--- src/rtl/seg7_pkg.sv ---
// Shared types and constants for the 8-digit BCD scanning display:
// FSM state encoding, segment lookup, blank pattern and saturation helper.
package seg7_pkg;

    typedef enum logic [1:0] {
        ST_IDLE,
        ST_CONV1,
        ST_CONV2,
        ST_LATCH
    } state_t;

    localparam logic [15:0] BCD_MAX     = 16'd9999;
    localparam int          CONV_CYCLES = 16;
    localparam logic [6:0]  SEG_BLANK   = 7'h7F;

    // Active-low {g,f,e,d,c,b,a}; element 0 is the pattern for digit 0.
    localparam logic [9:0][6:0] SEG_LUT = {
        7'h10, 7'h00, 7'h78, 7'h02, 7'h12,
        7'h19, 7'h30, 7'h24, 7'h79, 7'h40
    };

    typedef struct packed {
        logic        ovf;
        logic [15:0] val;
    } sat_t;

    function automatic sat_t saturate(input logic [15:0] v);
        sat_t s;
        s.ovf = (v > BCD_MAX);
        s.val = s.ovf ? BCD_MAX : v;
        return s;
    endfunction

endpackage

--- src/rtl/seg7_bcd_scan_bin2bcd.sv ---
// Sequential double-dabble converter: 16 iterations, the first one performed
// on the start edge itself so a full conversion spans exactly 16 clocks.
module bin2bcd_seq
    import seg7_pkg::*;
(
    input  logic        clk,
    input  logic        rst,
    input  logic        start,
    input  logic [15:0] bin_in,
    output logic [15:0] bcd_out,
    output logic        done
);

    logic [15:0] bin_reg;
    logic [15:0] bcd_reg;
    logic [4:0]  cnt_reg;

    logic [15:0] src_bcd;
    logic [15:0] src_bin;
    logic [15:0] adj_bcd;
    logic        running;

    // A start restarts from an empty BCD register regardless of prior state.
    assign src_bcd = start ? 16'd0 : bcd_reg;
    assign src_bin = start ? bin_in : bin_reg;
    assign running = (cnt_reg != 5'd0) && (cnt_reg != 5'(CONV_CYCLES));

    generate
        for (genvar gi = 0; gi < 4; gi++) begin : g_adj
            assign adj_bcd[gi*4 +: 4] = (src_bcd[gi*4 +: 4] >= 4'd5)
                                        ? src_bcd[gi*4 +: 4] + 4'd3
                                        : src_bcd[gi*4 +: 4];
        end
    endgenerate

    always_ff @(posedge clk or posedge rst) begin
        if (rst) begin
            bin_reg <= '0;
            bcd_reg <= '0;
            cnt_reg <= '0;
        end else if (start || running) begin
            bcd_reg <= (adj_bcd << 1) | 16'(src_bin[15]);
            bin_reg <= src_bin << 1;
            cnt_reg <= start ? 5'd1 : cnt_reg + 5'd1;
        end
    end

    assign bcd_out = bcd_reg;
    assign done    = (cnt_reg == 5'(CONV_CYCLES));

endmodule

--- src/rtl/seg7_bcd_scan.sv ---
// Two 4-digit decimal groups on an 8-digit multiplexed display. Values are
// sampled periodically, converted with one shared BCD engine, then scanned out.
module seg7_bcd_scan
    import seg7_pkg::*;
#(
    parameter int REFRESH_DIV = 100000,
    parameter int UPDATE_DIV  = 10000000
) (
    input  logic        clk_100MHz_i,
    input  logic        rst,
    input  logic [15:0] val_1_i,
    input  logic [15:0] val_2_i,
    output logic [6:0]  seg_o,
    output logic        dp_o,
    output logic [7:0]  an_o,
    output logic        busy_o
);

    localparam int UPD_W  = $clog2(UPDATE_DIV + 1);
    localparam int SCAN_W = $clog2(REFRESH_DIV + 1);

    logic [UPD_W-1:0]  upd_cnt_reg;
    logic              upd_tick;
    logic [SCAN_W-1:0] scan_cnt_reg;
    logic [2:0]        digit_idx_reg;

    state_t      state_reg, state_next;
    logic [3:0]  phase_reg, phase_next;

    logic [15:0] cap1_reg, cap2_reg;
    logic        ovf1_reg, ovf2_reg;
    logic [15:0] res1_reg;
    logic [15:0] disp_bcd1_reg, disp_bcd2_reg;
    logic        disp_ovf1_reg, disp_ovf2_reg;

    logic        eng_start;
    logic [15:0] eng_in;
    logic [15:0] eng_bcd;
    logic        eng_done;
    logic        res1_save;
    logic        disp_load;

    sat_t        sat1, sat2;

    logic [6:0]  seg_reg, seg_next;
    logic        dp_reg, dp_next;
    logic [7:0]  an_reg, an_next;

    // ---------------- update prescaler ----------------
    assign upd_tick = (upd_cnt_reg == UPD_W'(UPDATE_DIV - 1));

    always_ff @(posedge clk_100MHz_i or posedge rst) begin
        if (rst)
            upd_cnt_reg <= '0;
        else if (upd_tick)
            upd_cnt_reg <= '0;
        else
            upd_cnt_reg <= upd_cnt_reg + 1'b1;
    end

    // ---------------- capture / conversion FSM ----------------
    assign sat1 = saturate(val_1_i);
    assign sat2 = saturate(val_2_i);

    always_ff @(posedge clk_100MHz_i or posedge rst) begin
        if (rst) begin
            state_reg <= ST_IDLE;
            phase_reg <= '0;
        end else begin
            state_reg <= state_next;
            phase_reg <= phase_next;
        end
    end

    always_comb begin
        state_next = state_reg;
        phase_next = phase_reg;
        eng_start  = 1'b0;
        eng_in     = cap1_reg;
        res1_save  = 1'b0;
        disp_load  = 1'b0;
        unique case (state_reg)
            ST_IDLE: begin
                if (upd_tick) begin
                    state_next = ST_CONV1;
                    phase_next = '0;
                end
            end
            ST_CONV1: begin
                eng_start  = (phase_reg == 4'd0);
                phase_next = phase_reg + 4'd1;
                if (phase_reg == 4'd15)
                    state_next = ST_CONV2;
            end
            ST_CONV2: begin
                // The engine still holds the first result on this group's
                // opening cycle; grab it in the same edge that restarts it.
                eng_start  = (phase_reg == 4'd0);
                eng_in     = cap2_reg;
                res1_save  = (phase_reg == 4'd0) && eng_done;
                phase_next = phase_reg + 4'd1;
                if (phase_reg == 4'd15)
                    state_next = ST_LATCH;
            end
            ST_LATCH: begin
                disp_load  = eng_done;
                state_next = ST_IDLE;
            end
            default: state_next = ST_IDLE;
        endcase
    end

    always_ff @(posedge clk_100MHz_i or posedge rst) begin
        if (rst) begin
            cap1_reg <= '0;
            cap2_reg <= '0;
            ovf1_reg <= 1'b0;
            ovf2_reg <= 1'b0;
            res1_reg <= '0;
        end else begin
            if (state_reg == ST_IDLE && upd_tick) begin
                cap1_reg <= sat1.val;
                ovf1_reg <= sat1.ovf;
                cap2_reg <= sat2.val;
                ovf2_reg <= sat2.ovf;
            end
            if (res1_save)
                res1_reg <= eng_bcd;
        end
    end

    always_ff @(posedge clk_100MHz_i or posedge rst) begin
        if (rst) begin
            disp_bcd1_reg <= '0;
            disp_bcd2_reg <= '0;
            disp_ovf1_reg <= 1'b0;
            disp_ovf2_reg <= 1'b0;
        end else if (disp_load) begin
            disp_bcd1_reg <= res1_reg;
            disp_bcd2_reg <= eng_bcd;
            disp_ovf1_reg <= ovf1_reg;
            disp_ovf2_reg <= ovf2_reg;
        end
    end

    bin2bcd_seq u_bin2bcd (
        .clk     (clk_100MHz_i),
        .rst     (rst),
        .start   (eng_start),
        .bin_in  (eng_in),
        .bcd_out (eng_bcd),
        .done    (eng_done)
    );

    assign busy_o = (state_reg != ST_IDLE);

    // ---------------- digit scan ----------------
    always_ff @(posedge clk_100MHz_i or posedge rst) begin
        if (rst) begin
            scan_cnt_reg  <= '0;
            digit_idx_reg <= '0;
        end else if (scan_cnt_reg == SCAN_W'(REFRESH_DIV - 1)) begin
            scan_cnt_reg  <= '0;
            digit_idx_reg <= digit_idx_reg + 3'd1;
        end else begin
            scan_cnt_reg  <= scan_cnt_reg + 1'b1;
        end
    end

    logic        grp_sel;
    logic [1:0]  pos_sel;
    logic [15:0] sel_bcd;
    logic        sel_ovf;
    logic [3:0]  sel_nib;
    logic [3:0]  lead_zero;

    assign grp_sel = digit_idx_reg[2];
    assign pos_sel = digit_idx_reg[1:0];
    assign sel_bcd = grp_sel ? disp_bcd2_reg : disp_bcd1_reg;
    assign sel_ovf = grp_sel ? disp_ovf2_reg : disp_ovf1_reg;
    assign sel_nib = sel_bcd[{pos_sel, 2'b00} +: 4];

    // A position is a leading zero when it and every higher digit are zero;
    // the ones position is never blanked.
    generate
        for (genvar gi = 0; gi < 4; gi++) begin : g_lz
            if (gi == 0) begin : g_ones
                assign lead_zero[gi] = 1'b0;
            end else begin : g_upper
                assign lead_zero[gi] = (sel_bcd[15:gi*4] == '0);
            end
        end
    endgenerate

    always_comb begin
        seg_next = SEG_BLANK;
        if (!lead_zero[pos_sel] && sel_nib <= 4'd9)
            seg_next = SEG_LUT[sel_nib];
        dp_next = ~((pos_sel == 2'd3) && sel_ovf);
        an_next = ~(8'd1 << digit_idx_reg);
    end

    always_ff @(posedge clk_100MHz_i or posedge rst) begin
        if (rst) begin
            seg_reg <= SEG_BLANK;
            dp_reg  <= 1'b1;
            an_reg  <= 8'hFF;
        end else begin
            seg_reg <= seg_next;
            dp_reg  <= dp_next;
            an_reg  <= an_next;
        end
    end

    assign seg_o = seg_reg;
    assign dp_o  = dp_reg;
    assign an_o  = an_reg;

endmodule

--- config.mk ---
export PLATFORM = sky130hd
export DESIGN_NAME = seg7_bcd_scan
export DESIGN_NICKNAME = d
export VERILOG_FILES = /design/src/rtl/seg7_pkg.sv /design/src/rtl/seg7_bcd_scan_bin2bcd.sv /design/src/rtl/seg7_bcd_scan.sv
export SDC_FILE = /design/constraint.sdc
export NUM_CORES = 1
export LEC_CHECK = 0
export BUFFER_PORTS_ARGS = -buffer_cell sky130_fd_sc_hd__buf_2
export CORE_AREA = 2 2 130 132
export DETAILED_ROUTE_END_ITERATION = 10
export DIE_AREA = 0 0 132 134
export HOLD_SLACK_MARGIN = 0.05
export PLACE_DENSITY = 0.72
export SLEW_MARGIN = 20
export SYNTH_ARGS = -nofsm -noshare
export SYNTH_HDL_FRONTEND = slang
export SYNTH_SLANG_ARGS = --single-unit
--- constraint.sdc ---
create_clock -name clk_100MHz_i -period 16.6 [get_ports clk_100MHz_i]
set_input_delay 3.32 -clock clk_100MHz_i [delete_from_list [all_inputs] [get_ports clk_100MHz_i]]
set_output_delay 3.32 -clock clk_100MHz_i [all_outputs]
set_load 0.05 [all_outputs]
==> Yosys cells after proc, flatten, opt, wreduce, memory -nomap -nowiden <==
Memory sizes are Yosys's and may differ from the RTL's.
Index checks and enable logic that the tools add are counted.
{ "totals": {"mem_count": 1, "in_bits": 34, "rom_bits": 112, "word_cells": 101, "ff_bits": 186, "output_inout_bits": 17} }
{ "memory_table": {"columns": ["memory", "depth", "width", "read_ports", "rd_ports_with_merged_regs", "wr", "line", "rtl"], "rows": [
  ["(name not given)", 16, 7, 1, 0, 0, "seg7_bcd_scan.sv:198", "seg_next = SEG_LUT[sel_nib];"]
]} }
{ "op_classes": {"add_sub_neg": 9, "bitwise": 3, "shift": 2, "n_reduce_logical": 18, "order_cmp": 9, "eq_ne": 12, "n_mux": 27} }
{ "ops": {"columns": ["op", "n"], "rows": [
  ["16-bit 2-to-1 mux", 6],
  ["16-bit by 14-bit greater-than comparator with 1-bit output (second input constant)", 2],
  ["24-bit by 1-bit adder with 24-bit output (second input constant)", 1],
  ["24-bit == test (second input constant)", 1],
  ["24-bit 2-to-1 mux", 1],
  ["17-bit by 1-bit adder with 17-bit output (second input constant)", 1],
  ["17-bit == test (second input constant)", 1],
  ["17-bit 2-to-1 mux", 1],
  ["4-bit by 3-bit >= comparator with 1-bit output (second input constant)", 4],
  ["4-bit 2-to-1 mux", 4],
  ["16-bit by 1-bit bitwise OR with 16-bit output", 1],
  ["16-bit by 5-bit indexed part select with 4-bit output", 1],
  ["7-bit 2-to-1 mux", 2],
  ["4-bit by 2-bit adder with 4-bit output (second input constant)", 3],
  ["12-bit logical NOT", 1],
  ["4-bit logical NOT", 2],
  ["8-bit logical NOT", 1],
  ["8-bit NOT", 1],
  ["2-bit one-hot mux with 4 select lines", 1],
  ["4-bit one-hot mux with 2 select lines", 1],
  ["1-bit by 3-bit << shifter with 8-bit output (first input constant)", 1],
  ["2-bit == test (second input constant)", 3],
  ["2-bit 2-to-1 mux", 3],
  ["2-bit != test (second input constant)", 3],
  ["other kinds (25)", 34]
]} }

==> Longest topological paths before layout <==
Gate-level depths: netlist (run 1).
{ "depth": {"word_depth": 7, "depth_mapped": 12, "depth_no_buf": 10} }

==> Cells and area by module <==
Synthesis (run 1) repeated with hierarchy kept, for this count alone.
{ "unflattened": {"cells_unflattened": 814, "area_unflattened_um2": 8924.8} }
{ "modules_own_cells": {"columns": ["mod", "cells_each", "area_each_um2", "seq_area_each_um2", "n_inst"], "rows": [
  ["seg7_bcd_scan", 593, 6867.8, 3773.6, 1],
  ["bin2bcd_seq", 221, 2057.0, 900.9, 1]
]} }

==> Least setup slack after synthesis (run 1) <==
No wires, ideal clock.
{ "synth_path": {"path_kind": "input -> register", "start": "input port val_2_i[7]", "end": "register cap2_reg[0]", "n_path_buf": 1, "setup_slack_ns": 11.957, "t_arrival_ns": 4.505, "setup_time_ns": 0.138, "stages": 5, "path_cell_list": "nor4_1 o41ai_1 a211oi_1 clkbuf_1 a31oi_1"} }
{ "synth_via": {"elab_chain_len": 2} }
{ "synth_rtl": {"columns": ["element", "line", "rtl"], "rows": [
  ["start: declaration", "seg7_bcd_scan.sv:12", "input logic [15:0] val_2_i,"],
  ["16-bit by 14-bit greater-than comparator with 1-bit output", "seg7_pkg.sv:29", "s.ovf = (v > BCD_MAX);"],
  ["16-bit 2-to-1 mux", "seg7_pkg.sv:30", "s.val = s.ovf ? BCD_MAX : v;"],
  ["end signal: assignment", "seg7_bcd_scan.sv:124", "cap2_reg <= sat2.val;"],
  ["end: declaration", "seg7_bcd_scan.sv:30", "logic [15:0] cap1_reg, cap2_reg;"]
]} }
Every way passes these cells.
A chain may end at the register's enable or synchronous reset.

==> Final worst setup path (run 1) <==
{ "layout_path": {"start": "register state_reg[0]", "end": "output port busy_o"} }
{ "layout_via": {"elab_chain_len": 1} }
{ "layout_rtl": {"columns": ["element", "line", "rtl"], "rows": [
  ["start: declaration", "seg7_bcd_scan.sv:27", "state_t state_reg, state_next;"],
  ["start signal: assignment", "seg7_bcd_scan.sv:70", "state_reg <= state_next;"],
  ["2-bit nonzero test", "seg7_bcd_scan.sv:155", "assign busy_o = (state_reg != ST_IDLE);"],
  ["end: declaration", "seg7_bcd_scan.sv:16", "output logic busy_o"]
]} }
Every way passes these cells.

==> impl_metrics.toml, run 1 <==
[die]
rows = 47
start_util_pct = 53.8
dieHeight_um = 134
ios = 51
die_w_um = 132
die_area_sq_um = 17700
core_area_sq_um = 16300

[timing]
timing.fmax_mhz = 201
slew_violations = 0
whs_ns = 0.468
tightest_slew_ns = 0.893
hold_violations = 0
finalSetupViolCount = 0
finalCritPeriodShare_pct = 30.0
finClkSkew_ns = 0.00741
rsz0062_at_grt = "false"
relSlewSlack_pct = 40.3
setup_tns_ns = 0
fin_crit_ns = 4.97

[final_layout]
drive_gt1_share_pct = 19.8
final_nets = 910
final_cell_mix = "dfrtp_1, nand2_1, nor2_1, buf_2, mux2_2"
final_common_cell = "dfrtp_1"
antennaDiodeCount = 0
fillers = 1377
postLayoutCellArea_sq_um = 9790
synthToLayoutAreaGrowth_pct = 11.8
fin_util_pct = 60.1
largest_reg_flops = 24

[synth]
synth_fp_nets = 870
synth_area_sq_um = 8760
async_reset_ff_share_pct = 100
ys_ff_latch = 186
yosysSeqAreaShare_pct = 53.3
ys_warn_count = 0
synthCells = 811
ys_types = 58
synthFlopType = "dfrtp_1"
synth_area_per_cell_sq_um = 10.8
synth_edf_count = 0

[setup_path]
cpLargestDelayFamily = "buffers and inverters"
crit_path_cell_trace = "inv_1, ha_1, inv_1, buf_2"
crit_cells = 4
worstPathArrival_ns = 1.65
cp.required_ns = 13.28
critPathKind = "reg2out"
end_kind = "output port"
critPathCapture = "busy_o"
cp-startpoint = "state_reg[0]"
slowest_delay_ns = 0.42
crit_path_top_delay_cell = "dfrtp_1"
cp-start-kind = "flip-flop"
cpMostUsedCell = "inv_1"
r2r_start = "state_reg[0]"
worst-path-max-fanout = 9
ff2ff_path_depth = 11
path_buf_inv = 3
r2r_setup_slack_ns = 13.33
r2r_end = "u_bin2bcd.bcd_out[2]"

[detailed_routing]
detail_route.vias_per_cell = 5.42
drc_errors = 0
routed_wirelength_mm = 15.7
wl_met1_mm = 7.60
routed.top_layer = "met4"
wl_met3_um = 513
wl_per_cell_um = 14.4
postRouteAntennaNets = 0
vias = 5874
routed-wl-met2_mm = 7.39
drt-initial-drc-count = 357
dr.pass1.iters = 5

[clock_tree]
cts_buffer_depth = 2
insertion_delay_ns = 0.43
clockRootBuffer = "clkbuf_16"
cts_setup_buffers = 0
post_cts_resized = 0
clk_transition_reported_paths_ns = 0.07
cts_buffers = 17
cts_hold_buf = 0
clock-sinks = 186
htreeDepth = 4
tritoncts = "yes"

[global_routing]
grt_pass1_vias = 5789
grt_pass1_wl_mm = 27.8
grt_overflow = 0
track_usage_pct = 19.3
antenna_found_initial = 0
grt_max_degree = 116

[placed_design]
hpwl_mm = 10.4
place_area_sq_um = 9190
port_buffers = 50
place_congestion = 0.807

[flow_run]
drv_cap = 0

[run_status]
status = "completed"

[power]
powerDensity_nw_per_um2 = 89.7
leakage_uw = 0.00446
peakVddDrop_mv = 0.0777
power_uw = 878

[hold_path]
worstHoldPathType = "reg2reg"
## cells by family (layout without fill, tap and decap cells)
logic type	after synthesis	count (layout)	synth area share, %
flip-flops	186	186	53.3
multiplexers	75	75	10.6
AO/OA/AOI/OAI	116	116	8.41
AND/OR/NAND/NOR	291	291	16.0
XOR/XNOR	47	47	4.70
adder cells (fa/ha/maj)	25	25	3.57
buffers and inverters	71	124	3.36
## stage by stage
stage,instances,setup WS (ns)
2_1_floorplan,811,8.25
3_3_place_gp,1052,11.42
3_5_place_dp,1052,11.42
4_1_cts,1084,11.61
5_1_grt,1084,11.49
6_report,1084,11.63
## power by group
group | leakage (uW) | switching [uW] | internal, uW
clock | 0.000289 | 174 | 235
sequential | 0.00236 | 0 | 453
combinational | 0.00181 | 12.1 | 4.00
total | 0.00446 | 186 | 692
## synth_stat cells (2+ instances only)
| cell | count | area [sq um] |
|---|---|---|
| a211oi_1 | 17 | 128 |
| a21boi_0 | 4 | 30.0 |
| a21oi_1 | 23 | 115 |
| a31oi_1 | 33 | 206 |
| and2_1 | 3 | 18.8 |
| and3_1 | 7 | 43.8 |
| and4_1 | 4 | 35.0 |
| buf_2 | 16 | 80.1 |
| clkbuf_1 | 20 | 75.1 |
| dfrtp_1 | 170 | 4250 |
| dfstp_2 | 16 | 420 |
| ha_1 | 25 | 313 |
| inv_1 | 33 | 124 |
| mux2_1 | 7 | 78.8 |
| mux2_2 | 49 | 552 |
| mux2i_1 | 11 | 110 |
| mux4_1 | 2 | 52.6 |
| mux4_2 | 5 | 113 |
| nand2_1 | 102 | 383 |
| nand2b_1 | 4 | 25.0 |
| nand3_1 | 34 | 170 |
| nand4_1 | 9 | 56.3 |
| nor2_1 | 66 | 248 |
| nor2b_1 | 23 | 144 |
| nor3_1 | 9 | 45.0 |
| nor4_1 | 11 | 68.8 |
| nor4bb_1 | 2 | 20.0 |
| o211ai_1 | 2 | 15.0 |
| o21ai_0 | 15 | 75.1 |
| o21ai_1 | 10 | 50.1 |
| o32ai_1 | 2 | 17.5 |
| o41ai_1 | 2 | 17.5 |
| or3_1 | 4 | 25.0 |
| or4b_1 | 2 | 20.0 |
| xnor2_1 | 30 | 263 |
| xor2_1 | 17 | 149 |
## layout make-up
type / instances / area (sq um) / area share [%]
Sequential cell: 186 / 4670 / 47.7
Clock buffer: 20 / 467 / 4.77
Inverter: 34 / 135 / 1.38
Clock inverter: 12 / 136 / 1.39
Tap cell: 220 / 275 / 2.81
Timing Repair Buffer: 58 / 310 / 3.17
Multi-Input combinational cell: 554 / 3790 / 38.7
## per-layer routing
layer  GRT usage (%)  vias to the layer above
met2            31.2                       88
li1                -                     2906
met1            26.2                     2863
met4            5.31                        0
met3            4.65                       17
met5               0                        -
## worst register-to-register path, delay by kind of cell, from the launching register on
kind	cells	cell delay, ns
simple gates	3	0.78
fa+ha+maj	2	0.60
compound gates	3	0.57
buf+inv	2	0.45
flops	1	0.42
mux	1	0.38
## worst min-delay path by stage
stage	slack, ns	depth (start not counted)	startpoint	endpoint
global placement	0.45	2	cap1_reg[5]	cap1_reg[5]
global route	0.49	2	cap1_reg[5]	cap1_reg[5]
CTS	0.47	2	cap1_reg[12]	cap1_reg[12]
detailed placement	0.45	2	cap1_reg[5]	cap1_reg[5]
finish	0.47	2	cap1_reg[5]	cap1_reg[5]
floorplan	0.43	2	cap1_reg[11]	cap1_reg[11]
Note: power is estimated with default switching activity, not from simulation.
==> run 2: changes to the inputs <==
--- a/config.mk
+++ b/config.mk
@@ -5,10 +5,11 @@
 export SDC_FILE = /design/constraint.sdc
 export NUM_CORES = 1
 export LEC_CHECK = 0
+export ABC_AREA = 1
 export BUFFER_PORTS_ARGS = -buffer_cell sky130_fd_sc_hd__buf_2
-export CORE_AREA = 2 2 130 132
+export CORE_AREA = 2 2 134 136
 export DETAILED_ROUTE_END_ITERATION = 10
-export DIE_AREA = 0 0 132 134
+export DIE_AREA = 0 0 136 138
 export HOLD_SLACK_MARGIN = 0.05
 export PLACE_DENSITY = 0.72
 export SLEW_MARGIN = 20
==> constraint.sdc (replaced) <==
create_clock -name clk_100MHz_i -period 4.7 [get_ports clk_100MHz_i]
set_input_delay 0.94 -clock clk_100MHz_i [delete_from_list [all_inputs] [get_ports clk_100MHz_i]]
set_output_delay 0.94 -clock clk_100MHz_i [all_outputs]
set_load 0.05 [all_outputs]
==> impl_metrics.toml, run 2 <==
[final_layout]
antennaDiodeCount = 0
largest_reg_flops = 24
final_common_cell = "nand2_1"
drive_gt1_share_pct = 10.1
synthToLayoutAreaGrowth_pct = 10.9
postLayoutCellArea_sq_um = 10300
final_nets = 1261
final_cell_mix = "nand2_1, dfrtp_1, inv_1, o21ai_0, nor2_1"
fillers = 1616

[timing]
hold_violations = 0
fin_crit_ns = 2.91
finClkSkew_ns = 0.00899
slew_violations = 0
tightest_slew_ns = 0.954
rsz0062_at_grt = "false"
relSlewSlack_pct = 36.2
finalCritPeriodShare_pct = 61.9
timing.fmax_mhz = 344
setup_tns_ns = 0
finalSetupViolCount = 0

[placed_design]
port_buffers = 50
place_congestion = 0.879
hpwl_mm = 12.6
place_area_sq_um = 9730

[detailed_routing]
wl_per_cell_um = 12.5
drc_errors = 0
vias = 7291
drt-initial-drc-count = 511
postRouteAntennaNets = 0
dr.pass1.iters = 5
routed_wirelength_mm = 18.1
detail_route.vias_per_cell = 5.05

[power]
power_uw = 3110
powerDensity_nw_per_um2 = 301
peakVddDrop_mv = 0.269
leakage_uw = 0.00520

[setup_path]
crit_path_top_delay_cell = "dfrtp_1"
cpLargestDelayFamily = "flip-flops"
slowest_delay_ns = 0.95
worstPathArrival_ns = 3.27
crit_path_cell_trace = "clkinv_1, a21oi_1, nand3b_1, nand2_1, inv_1, ha_1, inv_1, nand2_1, nand3_1, o21ai_0, nand2_1, inv_1, nand2_1"
cp-start-kind = "flip-flop"
critPathKind = "reg2reg"
cp.required_ns = 5.06
cpMostUsedCell = "nand2_1"
path_buf_inv = 4
end_kind = "flip-flop"
worst-path-max-fanout = 34

[global_routing]
grt_overflow = 0
grt_pass1_wl_mm = 31.8
track_usage_pct = 20.7
antenna_found_initial = 0
grt_max_degree = 167
grt_pass1_vias = 6849

[synth]
synth_edf_count = 0
async_reset_ff_share_pct = 100
synthCells = 1162
synthFlopType = "dfrtp_1"
yosys.area.top_type = "dfrtp_1"
ys_warn_count = 0
synth_fp_nets = 1221
ys_ff_latch = 186
synth_top_area_share_pct = 45.7
yosysSeqAreaShare_pct = 50.2
yosysMostFrequentCell = "nand2_1"
ys_types = 36
synth_area_sq_um = 9310
synth_area_leaders = "dfrtp_1, nand2_1, inv_1, o21ai_0, dfstp_2"
synth_area_per_cell_sq_um = 8.01
synthTopCellsByCount = "nand2_1, dfrtp_1, inv_1"

[clock_tree]
tritoncts = "yes"
post_cts_resized = 0
cts_buffers = 17
clockRootBuffer = "clkbuf_16"
cts_setup_buffers = 0
cts_hold_buf = 0
insertion_delay_ns = 0.43
clk_transition_reported_paths_ns = 0.07
htreeDepth = 4
cts_buffer_depth = 2
clock-sinks = 186

[die]
die_area_sq_um = 18800
start_util_pct = 53.1
dieHeight_um = 138
die_w_um = 136
ios = 51
core_area_sq_um = 17500
rows = 49

[hold_path]
worstHoldPathType = "reg2reg"

[flow_run]
drv_cap = 0

[run_status]
status = "completed"
run 2: cell types whose count changed after synthesis, moves of 33 or more:
| cell | delta |
|---|---|
| nand2_1 | +264 |
| inv_1 | +127 |
| o21ai_0 | +72 |
| a31oi_1 | -33 |
| mux2_2 | -39 |
| nand3_1 | +49 |
run 2: metal layers:
| layer | up-vias | GRT usage, % | part of all wire, % |
|---|---|---|---|
| met5 | - | 0 | 0 |
| met4 | 0 | 6.14 | 1.5 |
| met3 | 24 | 3.59 | 3.1 |
| met2 | 108 | 32.7 | 47 |
| met1 | 3404 | 29.4 | 48 |
| li1 | 3755 | - | - |
run 2: worst min-delay path, delay by kind of cell (launching register included):
kind | cells | cell delay (ns)
AND/OR/NAND/NOR | 1 | 0.05
flip-flops | 1 | 0.34
buffers and inverters | 1 | 0.04
run 2: path summary, 6_finish.rpt:
path                             startpoint               endpoint  slack (ns)  cells past startpoint
max reg2reg                digit_idx_reg[2]               seg_o[4]        1.79                     13
min reg2reg                    cap2_reg[14]           cap2_reg[14]        0.47                      2
min in group asynchronous               rst        scan_cnt_reg[6]        0.54                      2
max in group asynchronous               rst  u_bin2bcd.bcd_out[14]        2.98                      3
min                            cap2_reg[14]           cap2_reg[14]        0.47                      2
max                        digit_idx_reg[2]               seg_o[4]        1.79                     13
run 2: final cells by class:
cell class                 instances  area [sq um]  area share, %
clock buffer                      17           425           4.12
tap                              229           287           2.78
sequential                       186          4670           45.3
inverter                         166           627           6.07
clock inverter                    15           165           1.60
multi-input combinational        778          3860           37.4
timing repair buffer              53           285           2.76
run 2: stage by stage:
stage / hold WS [ns] / setup WS, ns / utilization, % / std cells
global route: 0.495 / 1.37 / 58.9 / 1444
CTS: 0.470 / 1.75 / 58.9 / 1444
floorplan: 0.385 / 1.38 / - / 1162
global placement: 0.444 / 1.94 / 55.5 / 1412
finish: 0.466 / 1.79 / 58.9 / 1444
detailed placement: 0.449 / 1.77 / 55.5 / 1412
run 2: power breakdown:
group	internal (uW)	leakage, uW	switching [uW]
combinational	16.8	0.00256	48.6
clock	795	0.000288	648
sequential	1600	0.00236	0
run 2: cells by family after synthesis:
family          synth area share, %
simple gates                   26.3
mux                            1.53
fa+ha+maj                      3.36
compound gates                 7.50
flops                          50.2
xor+xnor                       2.73
buf+inv                        8.41
